## config.mk

```make
export PLATFORM = sky130hd
export DESIGN_NAME = instr_loader
export DESIGN_NICKNAME = d
export VERILOG_FILES = /design/src/rtl/loader_pkg.sv /design/src/rtl/nibble_assembler.sv /design/src/rtl/instr_loader.sv
export SDC_FILE = /design/constraint.sdc
export NUM_CORES = 1
export LEC_CHECK = 0
export CORE_MARGIN = 2
export CORE_UTILIZATION = 44
export CTS_BUF_LIST = sky130_fd_sc_hd__clkbuf_8
export DETAILED_ROUTE_END_ITERATION = 6
export PLACE_DENSITY = 0.88
export REMOVE_ABC_BUFFERS = 1
export SKIP_CTS_REPAIR_TIMING = 1
export SYNTH_ARGS = -nofsm -noshare
export SYNTH_HDL_FRONTEND = slang
export SYNTH_HIERARCHICAL = 1
export SYNTH_SLANG_ARGS = --single-unit
export TNS_END_PERCENT = 10
```

## constraint.sdc

```tcl
create_clock -name clk_i -period 1.9 [get_ports clk_i]
set_input_delay 0.285 -clock clk_i [delete_from_list [all_inputs] [get_ports clk_i]]
set_output_delay 0.285 -clock clk_i [all_outputs]
set_load 0.02 [all_outputs]
```

## src/rtl/loader_pkg.sv

```systemverilog
// loader_pkg: shared widths, nibble constants and FSM encoding for the instruction loader
package loader_pkg;
  localparam int AW = 7;
  localparam int DW = 16;
  localparam int NIB = 4;
  localparam int NIB_W = 4;
  localparam int DIGIT_MS = 3;
  typedef enum logic {COLLECT = 1'b0, WRITE = 1'b1} loader_state_t;
endpackage

```

## src/rtl/nibble_assembler.sv

```systemverilog
// nibble_assembler: builds a word MS nibble first; done fires on the final nibble
module nibble_assembler
  import loader_pkg::*;
(
  input  logic             clk_i,
  input  logic             rst_ni,
  input  logic             load_i,
  input  logic             clear_i,
  input  logic [NIB_W-1:0] nibble_i,
  output logic [DW-1:0]    shadow_o,
  output logic [DW-1:0]    word_o,
  output logic [1:0]       digit_o,
  output logic             done_o
);
  logic [DW-1:0] shadow_q, shadow_d;
  logic [1:0] digit_q, digit_d;
  always_comb begin
    word_o = shadow_q;
    word_o[{digit_q, 2'b00} +: NIB_W] = nibble_i;
  end
  assign done_o = load_i && digit_q == 2'd0;
  assign shadow_d = (clear_i || done_o) ? '0 : load_i ? word_o : shadow_q;
  assign digit_d = (clear_i || done_o) ? 2'(DIGIT_MS) : load_i ? digit_q - 2'd1 : digit_q;
  always_ff @(posedge clk_i) begin
    if (!rst_ni) begin
      shadow_q <= '0;
      digit_q  <= 2'(DIGIT_MS);
    end else begin
      shadow_q <= shadow_d;
      digit_q  <= digit_d;
    end
  end
  assign shadow_o = shadow_q;
  assign digit_o = digit_q;
endmodule

```

## src/rtl/instr_loader.sv

```systemverilog
// instr_loader: keypad nibble entry writing 16-bit words to instruction RAM via valid/ready
module instr_loader
  import loader_pkg::*;
(
  input  logic             clk_i,
  input  logic             rst_ni,
  input  logic             strobe_i,
  input  logic [NIB_W-1:0] nibble_i,
  input  logic             set_addr_i,
  input  logic [AW-1:0]    addr_i,
  input  logic             wr_ready_i,
  output logic             wr_en_o,
  output logic [AW-1:0]    wr_addr_o,
  output logic [DW-1:0]    wr_data_o,
  output logic [DW-1:0]    shadow_o,
  output logic [1:0]       digit_o,
  output logic             busy_o,
  output logic             wrapped_o
);
  loader_state_t state_q, state_d;
  logic [AW-1:0] addr_q, addr_d;
  logic [DW-1:0] data_q, data_d, word;
  logic wr_en_q, wr_en_d, wrapped_q, wrapped_d;
  logic take, load, clear, done, accept;
  assign take = state_q == COLLECT && strobe_i;
  assign load = take && !set_addr_i;
  assign clear = take && set_addr_i;
  assign accept = state_q == WRITE && wr_ready_i;
  nibble_assembler u_asm (
    .clk_i   (clk_i),
    .rst_ni  (rst_ni),
    .load_i  (load),
    .clear_i (clear),
    .nibble_i(nibble_i),
    .shadow_o(shadow_o),
    .word_o  (word),
    .digit_o (digit_o),
    .done_o  (done)
  );
  always_comb begin
    state_d   = done ? WRITE : accept ? COLLECT : state_q;
    wr_en_d   = done || (wr_en_q && !accept);
    addr_d    = clear ? addr_i : accept ? addr_q + 1'b1 : addr_q;
    data_d    = done ? word : data_q;
    wrapped_d = wrapped_q || (accept && &addr_q);
  end
  always_ff @(posedge clk_i) begin
    if (!rst_ni) begin
      state_q   <= COLLECT;
      addr_q    <= '0;
      data_q    <= '0;
      wr_en_q   <= 1'b0;
      wrapped_q <= 1'b0;
    end else begin
      state_q   <= state_d;
      addr_q    <= addr_d;
      data_q    <= data_d;
      wr_en_q   <= wr_en_d;
      wrapped_q <= wrapped_d;
    end
  end
  assign wr_en_o = wr_en_q;
  assign wr_addr_o = addr_q;
  assign wr_data_o = data_q;
  assign wrapped_o = wrapped_q;
  assign busy_o = state_q == WRITE;
endmodule

```

# == After elaboration in Yosys (flattened, before gate mapping) ==
# Cells that the tools add are included.
# totals
mem_bits_rw,0
output_inout_bits,44
mem_count,0
latchBits,0
register_bits,44
word_cells,36
input_bits,16
rom_bits,0
# op_classes
shift,2
mul,0
bitwise_logic,2
n_reduce_logical,17
order_cmp,0
eq_ne,0
n_mux,5
addsub,3
div,0
# op_table
operator,n
16-bit bitwise mux,1
"4-bit by 6-bit variable shift with 16-bit output, first input constant",1
4-bit by 6-bit variable part select with 16-bit output,1
7-bit two-way mux,2
"7-bit by 1-bit adder with 7-bit output, second input constant",1
1-bit logical AND,7
7-bit AND reduction,1
4-bit negator with 6-bit output,1
2-bit nonzero test,2
1-bit logical OR,3
1-bit logical NOT,2
2-bit logical NOT,1
1-bit two-way mux,2
1-bit NOT,2
2-bit OR reduction,1
"2-bit by 1-bit subtractor with 2-bit output, second input constant",1

# == Logic depth before layout (Yosys ltp) ==
# depth
depth_word,6
depth_mapped,9
depth_no_buf,7

# == Cells and area by module ==
# The synthesis kept the hierarchy.
# modules_own_cells
module,cells_each,n_inst,seq_area_each_um2,area_per_inst_um2
instr_loader,107,1,520.5,1076.0
nibble_assembler,122,1,360.3,962.2

# == Worst setup path before layout ==
# OpenSTA, ideal clock, no wires.
# synth_path
kind,flip-flop to flip-flop
from,reg u_asm.digit_q[0] (netlist: u_asm/digit_o[0])
to,reg data_q[10] (netlist: wr_data_o[10])
period_less_slack_ns,1.933
arrival_ns,1.817
stages_incl_launch_ff,10
setup_time_ns,0.116
path_slack_ns,-0.033
path_cell_list,dfxtp_1 -> inv_1 -> ha_1 -> buf_4 -> nand2_2 -> inv_1 -> buf_2 -> buf_4 -> mux2i_1 -> nor2b_1
# synth_between
word_cells_on_any_way,6
classes_between,1 x add/sub; 2 x shift; 1 x mux; 2 x reduce/logical
# synth_rtl
item,line,text
from (decl),nibble_assembler.sv:16,"logic [1:0] digit_q, digit_d;"
from (signal assigned),nibble_assembler.sv:27,digit_q <= 2'(DIGIT_MS);
from (signal assigned),nibble_assembler.sv:30,digit_q <= digit_d;
2-bit logical NOT,nibble_assembler.sv:21,assign done_o = load_i && digit_q == 2'd0;
1-bit logical AND,nibble_assembler.sv:21,
named net done,instr_loader.sv:24,"logic take, load, clear, done, accept;"
to (signal assigned),instr_loader.sv:57,data_q <= data_d;
to (decl),instr_loader.sv:22,"logic [DW-1:0] data_q, data_d, word;"
# The timed path passes the listed nets, and every way through them passes these cells.
# A chain may end at the register's enable or synchronous reset.

# == Worst setup path after layout ==
# layout_path
from,reg u_asm.digit_q[1] (netlist: u_asm/digit_o[1])
to,reg data_q[10] (netlist: wr_data_o[10])
# layout_between
elab_chain_cells,3
word_cells_on_any_way,6
classes_between,1 x add/sub; 2 x shift; 1 x mux; 2 x reduce/logical
# layout_rtl
item,line,text
4-bit negator with 6-bit output (*),nibble_assembler.sv:19,"word_o[{digit_q, 2'b00} +: NIB_W] = nibble_i;"
4-bit by 6-bit variable part select with 16-bit output or 4-bit by 6-bit variable shift with 16-bit output (tied branches),nibble_assembler.sv:19,
16-bit bitwise mux (*),nibble_assembler.sv:19,
named net word[10],instr_loader.sv:22,
# The timed path passes the listed nets; every way through them passes the cells marked *.

==> results.md <==
* Status: complete, no violations
* RR Endpoint: wr_data_o[10]
* Post-synth top area cell: dfxtp_1
* Worst slew margin at 77.4%
* Final WS setup at 0.150 ns
* RR Startpoint: u_asm/digit_o[1]
* Slew at the pin closest to its max-slew limit at 0.338 ns
* Drt wl/cell at 13.9 um
* Async set or reset register ratio after synthesis at 0%
* Port bufs at 59
* Synth top area share at 43.2%
* Initial antenna violation count at 0
* Leak at 0.950 nW
* Fin crit period at 1.75 ns
* Share of layout cells above drive strength 1 at 7.19%
* Seq pwr share at 56.2%
* RePlAce Congestion at 0.867
* Critical-path cell list: inv_1 -> ha_1 -> and4bb_4 -> and2_4 -> a22o_1 -> mux2i_1 -> nor2b_1
* Total track usage at 19.5%
* HP Class: flop to flop
* Mapped Area at 2040 um^2
* Delay of the slowest critical-path stage at 0.40 ns
* Internal at 1.28 mW
* RSZ-0062 raised after global routing: no
* Synth-to-layout area growth at 35.8%
* Residual DRC count at 0
* Fin. Hold Viols at 0
* R2R setup slack at 0.15 ns
* Clock root buffer: clkbuf_8
* Clock power frac at 31.7%
* Vias per std cell at 5.27
* Pins Over Slew Limit at 0
* DP HPWL at 3.37 mm
* # diodes at 0
* Initial Util at 46.2%
* Area of the die at 5190 um^2
* Combinational share of power at 12.2%
* Setup TNS at 0 ns
* Fmax at 0.571 GHz
* Worst Hold Endpoint: u_asm/shadow_o[1]
* Number of fill cells at 363
* Die width at 72.1 um
* Sequential fraction of the synthesis area at 43.2%
* Count leader, synth: dfxtp_1
* Die Span Y at 72.1 um
* Crit Path Category: flop to flop
* Starting DRC count in detailed routing at 142
* CTS tree: done
* Crit Path Max Fanout at 5
* Switching power at 0.418 mW
* Row count at 24
* P per Cell Area at 612 nW/um^2
* First-pass detailed-route iteration total at 4
* Crit. End Element: flop
* CTS Buf Count at 5
* Dpl ws at 0.149 ns
* Cells after Synth at 229
* DR vias at 1,814
* Hold Crit Start: u_asm/shadow_o[1]
* H-tree depth at 2
* Final setup fails at 0
* GRT overflow at 0
* Clk sinks at 44
* Skew final at 0.00750 ns
* Number of synthesized flops with an enable pin at 0
* Core area at 4410 um^2
* Nets at 314
* Reg2reg path depth at 7
* IO Count at 60
* VDD IR max at 378 uV
* CP required at 2.09 ns
* Clk buf depth at 2
* Synthesized flop and latch total at 44
* Synth top area cells: dfxtp_1 43%, mux2i_1 7.9%, nor2b_1 5.8%, nand2_1 4.4%, o21ai_0 4.2%
* Clock-pin slew on the worst setup and hold paths at 0.08 ns
* Yosys warns at 6
* Largest net degree at the start of global routing at 27
* Period utilization at 92.1%
* Vias in the first global route at 1,733
* ANT nets after route at 0
* Clock insertion delay at the later pin of the skew report at 0.29 ns
* Synth top cells by count: 44 x dfxtp_1, 24 x nand2_1, 19 x inv_1, 19 x nor2b_1, 17 x o21ai_0
* Critical path data arrival time at 1.94 ns
* Mapped Avg Cell Area at 8.90 um^2
* Slowest cell on crit path: dfxtp_1
* Ys flop type: dfxtp_1
* Switching Fraction at 24.7%
* Setup crit start kind: flop
* Max-Cap Viols at 0
* Synth cell types at 35
* Number of cells on the worst hold path at 2
* First-pass GRT wire length at 7.99 mm
* DRT Wirelength at 4.79 mm
## state kept, by name, indices dropped and copies added (netlist names)
signal / cells
busy_o: 1
u_asm/digit_o: 2
u_asm/shadow_o: 16
wr_addr_o: 7
wr_data_o: 16
wr_en_o: 1
wrapped_o: 1
## layout make-up
type | instances | area (um^2) | area share (%)
clock buffer | 5 | 68.8 | 2.49
clock inverter | 2 | 8.76 | 0.316
tap | 52 | 65.1 | 2.35
multi-input combinational | 155 | 1020 | 36.9
timing repair buffer | 67 | 651 | 23.5
sequential | 44 | 881 | 31.8
inverter | 19 | 71.3 | 2.58
## worst max-delay path by stage
stage / from / slack [ns] / end
after CTS: u_asm/digit_o[1] / 0.15 / wr_data_o[9]
after global routing: u_asm/digit_o[1] / 0.004 / wr_data_o[9]
after floorplan: busy_o / -0.83 / wr_data_o[0]
after detailed placement: strobe_i / 0.15 / u_asm/shadow_o[4]
final: u_asm/digit_o[1] / 0.15 / wr_data_o[10]
after global placement: strobe_i / 0.17 / u_asm/shadow_o[15]
## power by group through the flow
stage	logic, mW	clock network (mW)	registers [mW]
finish	0.206	0.536	0.951
global route	0.222	0.598	0.953
global placement	0.199	0	0.971
detailed placement	0.202	0	0.972
floorplan	0.0774	0	0.988
CTS	0.204	0.549	0.950
## critical path, delay by kind of cell, from the launching register on
kind,cells,cell delay [ns]
flops,1,0.40
mux,1,0.14
buf+inv,1,0.10
compound gates,1,0.17
simple gates,3,0.48
fa+ha+maj,1,0.35
## routing by layer
layer  track usage (%)  routed length [um]
met2              30.4                2210
met5                 0                   0
met3              4.58                 289
met1              25.5                2170
met4              9.22                 114
## logic make-up (layout without fill, tap and decap cells)
logic type               count (synthesis)  after routing  share of synthesized area [%]
AO/OA/AOI/OAI                           49             49                           15.7
XOR/XNOR                                 2              2                          0.860
adder cells (fa/ha/maj)                  6              6                           3.68
buffers and inverters                   30             93                           6.88
flip-flops                              44             44                           43.2
multiplexers                            16             16                           7.86
AND/OR/NAND/NOR                         82             82                           21.8
## cell usage in the layout, fill, tap and decap left out, types with 8 or more instances in the layout
master and instances:
nand2_1 24, a32oi_1 9, o21ai_0 17, clkdlybuf4s50_1 59
mux2i_1 16, buf_4 8, dfxtp_1 44, inv_1 20
nor2_1 13, nor2b_1 19
## metrics by stage
stage,hold WS (ns),utilization [%],power (mW),instances,instance area (um^2)
6_report,0.464,62.7,1.69,344,2770
4_1_cts,0.466,62.7,1.70,344,2770
2_1_floorplan,0.403,-,1.07,218,1970
5_1_grt,0.485,62.7,1.77,344,2770
3_3_place_gp,0.450,60.9,1.17,337,2690
3_5_place_dp,0.456,60.9,1.17,337,2690
(Power assumes the default switching activity.)
